==> src/rtl/uart_send.sv <==
// UART transmitter: start bit, 8 data bits sent LSB first, an optional parity bit, and a stop bit.
// Uses the same baud-select table as uart_rec. Every output is driven straight from a flop.
module uart_send #(
  parameter int CLK_IN     = 50_000_000,
  parameter bit PARITY_EN  = 1'b0,
  parameter bit PARITY_ODD = 1'b0
) (
  input  logic       clk,
  input  logic       rst,
  input  logic       send_en,
  input  logic [7:0] data_byte,
  input  logic [1:0] bps_set,
  output logic       rs232_tx,
  output logic       tx_done,
  output logic       tx_state
);

  // state  | meaning
  // IDLE   | line high, waiting for send_en
  // START  | start bit (low)
  // DATA   | data bits 0..7, LSB first
  // PARITY | parity bit (only when PARITY_EN)
  // STOP   | stop bit (high); its last cycle is spent in IDLE with tx_done high
  typedef enum logic [2:0] {S_IDLE, S_START, S_DATA, S_PARITY, S_STOP} state_t;

  localparam logic [12:0] CYC_9600   = 13'(CLK_IN / 9600);
  localparam logic [12:0] CYC_19200  = 13'(CLK_IN / 19200);
  localparam logic [12:0] CYC_38400  = 13'(CLK_IN / 38400);
  localparam logic [12:0] CYC_921600 = 13'(CLK_IN / 921600);

  state_t      state;
  logic [12:0] div_cnt;
  logic [2:0]  bit_idx;
  logic [7:0]  data_q;
  logic [1:0]  bps_q;
  logic [12:0] cyc_last;
  logic        bit_end;

  always_comb begin
    cyc_last = CYC_9600 - 13'd1;
    case (bps_q)
      2'b00:   cyc_last = CYC_9600 - 13'd1;
      2'b01:   cyc_last = CYC_19200 - 13'd1;
      2'b10:   cyc_last = CYC_38400 - 13'd1;
      default: cyc_last = CYC_921600 - 13'd1;
    endcase
  end

  assign bit_end = (div_cnt == cyc_last);

  always_ff @(posedge clk) begin
    if (rst) begin
      state    <= S_IDLE;
      div_cnt  <= '0;
      bit_idx  <= '0;
      data_q   <= '0;
      bps_q    <= '0;
      rs232_tx <= 1'b1;
      tx_done  <= 1'b0;
      tx_state <= 1'b0;
    end else begin
      tx_done <= 1'b0;
      case (state)
        S_IDLE: begin
          rs232_tx <= 1'b1;
          div_cnt  <= '0;
          if (send_en) begin
            data_q   <= data_byte;
            bps_q    <= bps_set;
            state    <= S_START;
            rs232_tx <= 1'b0;
            tx_state <= 1'b1;
          end
        end
        S_START: begin
          if (bit_end) begin
            div_cnt  <= '0;
            bit_idx  <= '0;
            rs232_tx <= data_q[0];
            state    <= S_DATA;
          end else begin
            div_cnt <= div_cnt + 13'd1;
          end
        end
        S_DATA: begin
          if (bit_end) begin
            div_cnt <= '0;
            if (bit_idx == 3'd7) begin
              if (PARITY_EN) begin
                state    <= S_PARITY;
                rs232_tx <= (^data_q) ^ PARITY_ODD;
              end else begin
                state    <= S_STOP;
                rs232_tx <= 1'b1;
              end
            end else begin
              bit_idx  <= bit_idx + 3'd1;
              rs232_tx <= data_q[bit_idx + 3'd1];
            end
          end else begin
            div_cnt <= div_cnt + 13'd1;
          end
        end
        S_PARITY: begin
          if (bit_end) begin
            div_cnt  <= '0;
            state    <= S_STOP;
            rs232_tx <= 1'b1;
          end else begin
            div_cnt <= div_cnt + 13'd1;
          end
        end
        S_STOP: begin
          // leave one cycle early so a request during tx_done starts with no gap
          if (div_cnt == cyc_last - 13'd1) begin
            div_cnt  <= '0;
            state    <= S_IDLE;
            tx_done  <= 1'b1;
            tx_state <= 1'b0;
          end else begin
            div_cnt <= div_cnt + 13'd1;
          end
        end
        default: state <= S_IDLE;
      endcase
    end
  end

endmodule

==> config.mk <==
export PLATFORM = sky130hd
export DESIGN_NAME = uart_send
export DESIGN_NICKNAME = d
export VERILOG_FILES = /design/src/rtl/uart_send.sv
export SDC_FILE = /design/constraint.sdc
export NUM_CORES = 1
export LEC_CHECK = 0
export BUFFER_PORTS_ARGS = -buffer_cell sky130_fd_sc_hd__buf_2
export CAP_MARGIN = 20
export CORE_MARGIN = 4
export CORE_UTILIZATION = 53
export CTS_CLUSTER_SIZE = 20
export DETAILED_ROUTE_END_ITERATION = 7
export PLACE_DENSITY = 0.83
export SLEW_MARGIN = 0
export SYNTH_ARGS = -nofsm -noshare
export SYNTH_HDL_FRONTEND = slang
export SYNTH_SLANG_ARGS = --single-unit
export TNS_END_PERCENT = 20
==> constraint.sdc <==
create_clock -name clk -period 2.1 [get_ports clk]
set_clock_uncertainty 0.15 [all_clocks]
set_input_delay 0.42 -clock clk [delete_from_list [all_inputs] [get_ports clk]]
set_output_delay 0.42 -clock clk [all_outputs]
set_load 0.02 [all_outputs]
Yosys cells after proc, flatten, opt, wreduce, memory -nomap -nowiden

Cells that the tools add are included.

Bits of input ports: 13
Word-level logic and storage cells: 69
Register bits: 32

Reduce and logical (&&, ||, !) cells: 13
$lt $le $gt $ge: 1
Bitwise gates (word level): 1
Muxes and demuxes: 27
Add/subtract/negate cells: 3
Equality and inequality tests: 16

Operators by type and width:

| operator                                                              | number |
|---|---|
| 13-bit case mux with 3 select lines                                   | 2 |
| 3-bit two-way mux                                                     | 9 |
| 13-bit == test                                                        | 2 |
| 13-bit two-way mux                                                    | 2 |
| 3-bit case mux with 5 select lines                                    | 1 |
| 2-bit != test (second input constant)                                 | 7 |
| 13-bit by 1-bit adder with 13-bit output (second input constant)      | 1 |
| 13-bit by 1-bit subtractor with 13-bit output (second input constant) | 1 |
| 1-bit two-way mux                                                     | 9 |
| 4-bit AND reduction                                                   | 2 |
| 3-bit by 2-bit == test with 1-bit output (second input constant)      | 2 |
| 3-bit == test (second input constant)                                 | 2 |
| 3-bit case mux with 2 select lines                                    | 1 |
| 6-bit AND reduction                                                   | 1 |
| 3-bit by 4-bit < comparator with 1-bit output (second input constant) | 1 |
| 1-bit case mux with 4 select lines                                    | 1 |
| 2-bit nonzero test                                                    | 2 |
| 4-bit nonzero test                                                    | 1 |
| 3-bit by 1-bit adder with 3-bit output (second input constant)        | 1 |
| 1-bit binary-select mux with 3-bit select                             | 1 |
| 3-bit by 1-bit == test with 1-bit output (second input constant)      | 1 |
| 3-bit zero test                                                       | 1 |
| 3-bit AND reduction                                                   | 1 |
| 3-bit nonzero test                                                    | 1 |
| other kinds (8)                                                       | 8 |

Longest topological paths before layout

Gate-level depths: netlist of run 1.

Depth after elaboration: 6
Mapped depth: 8
Depth with buffers taken out: 8

Least setup slack after synthesis of run 1

Ideal clock, no wire load.

Path type: register -> register
Start: reg bps_q[1]
End: reg bit_idx[0]
Buffers on the path: 1
Period minus slack after synthesis: 2072 ps
Data arrival time: 1852 ps
Cell stages (with the launch flop): 8
Required time: 1880 ps
Setup slack: 28 ps
Setup time: 70 ps
Cell sequence: dfxtp_1 > buf_6 > or4b_4 > o21ai_2 > o22a_4 > nand4_4 > or4_1 > a21oi_1

Cells in the longest elaborated chain, start to end: 5
Elaborated cells on any way between the ends: 8
Classes of those cells: 5 x eq/ne; 1 x mux; 2 x reduce/logical

RTL lines:

| item                                    | line | text |
|---|---|---|
| start, declared                         | 35   | `logic [1:0] bps_q;` |
| start signal, assigned                  | 69   | `bps_q <= bps_set;` |
| 2-bit == test (tied with other cells)   | 41   | `case (bps_q)` |
| 13-bit case mux with 3 select lines (*) | 41   |  |
| 13-bit == test (*)                      | 49   | `assign bit_end = (div_cnt == cyc_last);` |
| 2-bit != test (no line)                 | --   |  |
| 4-bit AND reduction (no line) (*)       | --   |  |
| end signal, assigned                    | 97   | `bit_idx <= bit_idx + 3'd1;` |
| end, declared                           | 33   | `logic [2:0] bit_idx;` |

Every way passes the cells marked *; elsewhere a longest branch is shown, timed or not.
A chain may end at the register's enable or synchronous reset.

Worst setup path in the final report of run 1

Start: reg bps_q[0]
End: reg bit_idx[0]

The elaborated chain is that of the path after synthesis.

==> run summary, run 1 <==
Status: finished with violations
Violated checks: negative setup slack
Most frequent cell after synthesis: nand2_1
Count of different cell masters after synthesis: 55
Design Area, Final: 0.00213 sq mm
H-Tree Depth: 2
F_max: 473 MHz
Post-DP HPWL: 3170 um
RePlAce Congestion: 0.834
Worst-path cell chain: or4b_4 -> o21ai_2 -> o22a_4 -> nand4_4 -> or4_4 -> a21oi_2
DRT antenna net count: 0
Die Width: 66 um
Root Driver: clkbuf_4
FFs w/ async S/R, synth: 0
Die area: 0.00436 sq mm
Starting density of the core: 0.570
DP Worst Slack: -0.0522 ns
Final Hold Vio Count: 0
EDFF count, synth: 0
Mapped Area: 0.00178 sq mm
Worst-path clk slew: 0.10 ns
# DRC: 0
Startpoint Class: flop
Synth warnings: 0
Total GRT Usage: 0.229
CP max-delay cell: or4b_4
Global-route wire length before repair: 7650 um
Vias in the first global route: 1629
R2R depth: 6
Relative slew slack: 0.663
NumNets Final: 268
Clock latency on the worst-skew pair: 0.34 ns
Fin Hold WS: 0.157 ns
Routed wire length per instance: 15.0 um
Ports: 16
Dpl cell area: 0.00199 sq mm
Rows: 20
Port Buffers: 15
CTS tree: done
Synth top area share: 0.359
Core Area: 0.00313 sq mm
Fillers: 269
Largest net degree at the start of global routing: 21
CP arrival: 2.24 ns
ANT cells: 0
Crit Path Class: reg -> reg
Most instantiated cells after synthesis: nand2_1, dfxtp_1, a21oi_1
Max VDD drop: 475 uV
Maxcap violations: 0
Fin Setup TNS: -0.0150 ns
Slew @ Worst Pin: 0.504 ns
Clk sink count: 32
Sequential element share of the synthesized area: 0.359
Largest area contributor in the netlist: dfxtp_1
Setup-failing EPs final: 2
Post-synthesis cell count: 220
Synth Flop Type: dfxtp_1
Layout area overhead: 19.6%
Synth Net Count: 236
GRT overflow: 0
Layout cells sized above 1: 0.273
HP Class: in -> reg
Hold depth: 3
RR Startpoint: bps_q[0]
Total iterations of the first detailed-routing run: 4
Routed Wire Length: 4460 um
Worst hold endpoint: data_q[0]
Num CTS Buffers: 5
Leakage Power: 0.000784 uW
Max-slew violations: 0
Critical path peak fanout: 6
Worst Hold Launch: data_byte[0]
Reg2reg end: bit_idx[0]
Critical Path RT: 2.23 ns
CP max stage delay: 0.52 ns
PD cells: 543 mW/mm^2
Avg Inst Size Synth: 8.10 sq um
Vias per cell: 5.94
Vias: 1765
RSZ-0062 raised after global routing: true
Clk buf depth: 2
Top cells by area, synth: dfxtp_1, nand2_1, a21oi_1, nor2_1, nand4_1
Final critical-path share of the clock period: 1.01
R2R setup slack: -0.01 ns
Die H: 66 um
Fin crit period: 2.11 ns
Initial antenna violation count: 0
DRT iter0 DRCs: 102
Seq cells post-synth: 32
Worst Setup End Kind: flop
Final setup margin: -0.0122 ns
-- power breakdown --
part / total (uW) / internal, uW / switching (uW)
Combinational: 142 / 62.0 / 79.5
Clock: 372 / 165 / 206
Sequential: 645 / 626 / 19.2
-- kinds of logic after synthesis --
logic type | share of synthesized area
adder cells (fa/ha/maj) | 0.0211
AND/OR/NAND/NOR | 0.319
buffers and inverters | 0.0477
flip-flops | 0.359
AO/OA/AOI/OAI | 0.187
multiplexers | 0.0309
XOR/XNOR | 0.0344
-- worst max-delay path by stage --
stage	start	to	slack, ns
6_report	bps_q[0]	bit_idx[0]	-0.01
3_5_place_dp	bps_q[0]	bit_idx[0]	-0.05
3_3_place_gp	bit_idx[0]	rs232_tx	0.005
2_1_floorplan	bps_q[1]	bit_idx[0]	0.03
5_1_grt	bps_q[0]	bit_idx[0]	-0.06
4_1_cts	bps_q[0]	bit_idx[0]	-0.03
-- area by class of cell --
| class | count | area (sq um) | area share |
|---|---|---|---|
| multi-input cells | 173 | 1120 | 0.526 |
| flip-flops and latches | 32 | 649 | 0.305 |
| repair buffers | 36 | 233 | 0.109 |
| clock buffers | 8 | 58.8 | 0.0276 |
| well taps | 44 | 55.1 | 0.0258 |
| inverters | 4 | 15.0 | 0.00704 |
-- state kept, by name (all words and copies together) (netlist names) --
| register | cells |
|---|---|
| bit_idx | 3 |
| bps_q | 2 |
| data_q | 8 |
| div_cnt | 13 |
| rs232_tx | 1 |
| state | 3 |
| tx_done | 1 |
| tx_state | 1 |
-- stage by stage --
step	utilization	total power (uW)	cells
after floorplan	-	747	220
after global placement	0.635	785	287
after detailed placement	0.635	790	287
after CTS	0.658	1150	295
after global routing	0.682	1220	297
final	0.682	1160	297
-- cell usage in the layout, fill, tap and decap left out, types with 3 or more instances in the layout --
master    count
and3_1        3
buf_2        15
nand3_1       9
nor2_1       16
nand2_1      40
a31oi_1       3
clkbuf_4      5
dfxtp_2       4
buf_4        21
inv_1         3
nand4_1       9
a21oi_1      22
dfxtp_1      27
o21ai_1       3
nor3_1        5
xor2_1        6
-- repair_timing --
item                                    CTS  global route
pin swaps                                 0             8
gates resized for setup                   3            17
hold buffers                              0             0
buffers inserted                          0             2
endpoints found under the setup margin    9            15
-- per-layer routing --
layer	up-vias	GRT usage	routed length [um]	share of wire
met1	844	0.297	2000	0.45
met4	0	0.0711	46	0.010
li1	861	-	-	-
met5	-	0	0	0
met2	53	0.372	2220	0.50
met3	7	0.0612	200	0.045
-- critical path: cells and delay by family (launching register included) --
family	cells	cell delay, ns
and+or+nand+nor	3	1.11
AOI/OAI and AO/OA	3	0.42
DFF	1	0.38
Note: power is estimated with default switching activity, not from simulation.
==> inputs of run 2 (changes only) <==
Settings changed: CORE_UTILIZATION 53 to 62, PLACE_DENSITY 0.83 to 0.91.
Clock period 2.1 ns to 2.7 ns, I/O delays scaled along.
==> run summary, run 2 (synthesis gave the netlist of run 1 again) <==
Ports: 16 (unchanged)
Layout cells sized above 1: 0.158 (-0.115)
Vias in the first global route: 1465 (-10%)
RSZ-0062 raised after global routing: false
PD cells: 461 mW/mm^2 (-15%)
Num CTS Buffers: 5 (unchanged)
Maxcap violations: 0 (unchanged)
Gr busiest metal: met2
Total GRT Usage: 0.239 (+0.00944)
Layout area overhead: 6.74%
Max FFs per register: 13 (unchanged)
Total iterations of the first detailed-routing run: 4 (unchanged)
Final Hold Vio Count: 0 (unchanged)
Clk sink count: 32 (unchanged)
Fin crit period: 2.49 ns (+0.377 ns)
Worst Setup End Kind: flop
RePlAce Congestion: 0.967 (+16%)
Slew @ Worst Pin: 0.530 ns (+0.0265 ns)
F_max: 402 MHz (-15%)
DRT antenna net count: 0 (unchanged)
Hold_buf cts: 0 (unchanged)
ANT cells: 0 (unchanged)
Top reg by flops: div_cnt
# DRC: 0 (unchanged)
Die area: 0.00380 sq mm (-13%)
Max-slew violations: 0 (unchanged)
Routed Wire Length: 3930 um (-12%)
Fin Hold WS: 0.273 ns (+0.116 ns)
Initial antenna violation count: 0 (unchanged)
Vias: 1687 (-4.4%)
Relative slew slack: 0.645 (-0.0177)
Die H: 61.6 um (-6.6%)
Fin Setup TNS: 0 ns (+0.0150 ns)
Top flop regs: div_cnt (13), data_q (8)
Final core occ: 0.690 (+0.00851)
Largest net degree at the start of global routing: 26 (+24%)
Met3 global-route usage: 0.0713 (+0.0101)
Final critical-path share of the clock period: 0.922 (-0.0840)
CTS tree: done
DRT iter0 DRCs: 137 (+34%)
Core Area: 0.00276 sq mm (-12%)
Max VDD drop: 593 uV (+25%)
Post-CTS Setup Bufs: 0 (unchanged)
Global-route wire length before repair: 6560 um (-14%)
Leakage Power: 0.000692 uW (-12%)
H-Tree Depth: 2 (unchanged)
CP arrival: 2.55 ns (+0.31 ns)
Status: finished, final reports clean
Critical path peak fanout: 12 (+6)
Worst Hold Launch: data_byte[2]
Starting density of the core: 0.647 (+0.0766)
Die Width: 61.6 um (-6.6%)
Startpoint Class: flop
Worst Setup SP: bps_q[0]
Leading cell type in the layout, fill and taps excluded: nand2_1
Met1 Use GR: 0.290 (-0.00758)
GRT overflow: 0 (unchanged)
NumNets Final: 249 (-7.1%)
Met2 Use GR: 0.393 (+0.0214)
Most frequent cells in the layout: nand2_1, dfxtp_1, a21oi_1
Worst-path clk slew: 0.10 ns (about the same)
Rows: 19 (-5.0%)
PostCTS Resize Cnt: 0 (-3)
Port Buffers: 15 (unchanged)
Routed wire length per instance: 14.8 um (-1.3%)
Clk buf depth: 2 (unchanged)
HP Class: in -> reg
Root Driver: clkbuf_4
Critical Path RT: 2.76 ns (+0.53 ns)
Clock latency on the worst-skew pair: 0.34 ns (about the same)
Vias per cell: 6.37 (+7.1%)
Setup-failing EPs final: 0 (-2)
Crit Path Class: reg -> reg
Post-DP HPWL: 2860 um (-9.8%)
RR Startpoint: bps_q[0]
==> run 2: worst max-delay path, cell delays in order, from the launching register on <==
cell and delay, ns:
dfxtp_1 0.56, nor3b_1 0.26, a22oi_1 0.16, a21oi_1 0.36, nand2_1 0.21, o211ai_1 0.49
o22ai_1 0.16
==> run 2: metrics by stage <==
stage                     total power [uW]  instance area, sq um  setup WS [ns]  cells
after floorplan                        581                  1780          0.628    220
after global placement                 599                  1840          0.448    257
after detailed placement               602                  1840          0.360    257
after CTS                              886                  1900          0.289    265
after global routing                   919                  1900          0.115    265
final                                  878                  1900          0.211    265
==> run 2: path summary, 6_finish.rpt <==
check,to,slack (ns),depth (start not counted)
max reg2reg,div_cnt[9],0.21,6
min reg2reg,data_q[6],0.31,2
max,div_cnt[9],0.21,6
min,data_q[2],0.27,3
==> run 2: layout make-up <==
class                      instances  area [sq um]
multi-input combinational        173          1060
fill                             257           855
sequential                        32           641
timing repair buffer              17          90.1
clock buffer                       6          51.3
tap                               31          38.8
inverter                           4          15.0
clock inverter                     2          10.0
==> run 2: power by group <==
part | internal (uW) | switching (uW) | total, uW | leakage, uW
logic | 35.1 | 53.5 | 88.6 | 0.000393
clock network | 124 | 163 | 286 | 0.0000380
registers | 487 | 16.2 | 503 | 0.000260
total | 645 | 232 | 878 | 0.000692
==> run 2: routing by layer <==
layer	wire length, um	vias to the layer above
li1	-	831
met1	1640	786
met2	1980	62
met3	242	8
met4	68	0
met5	0	-
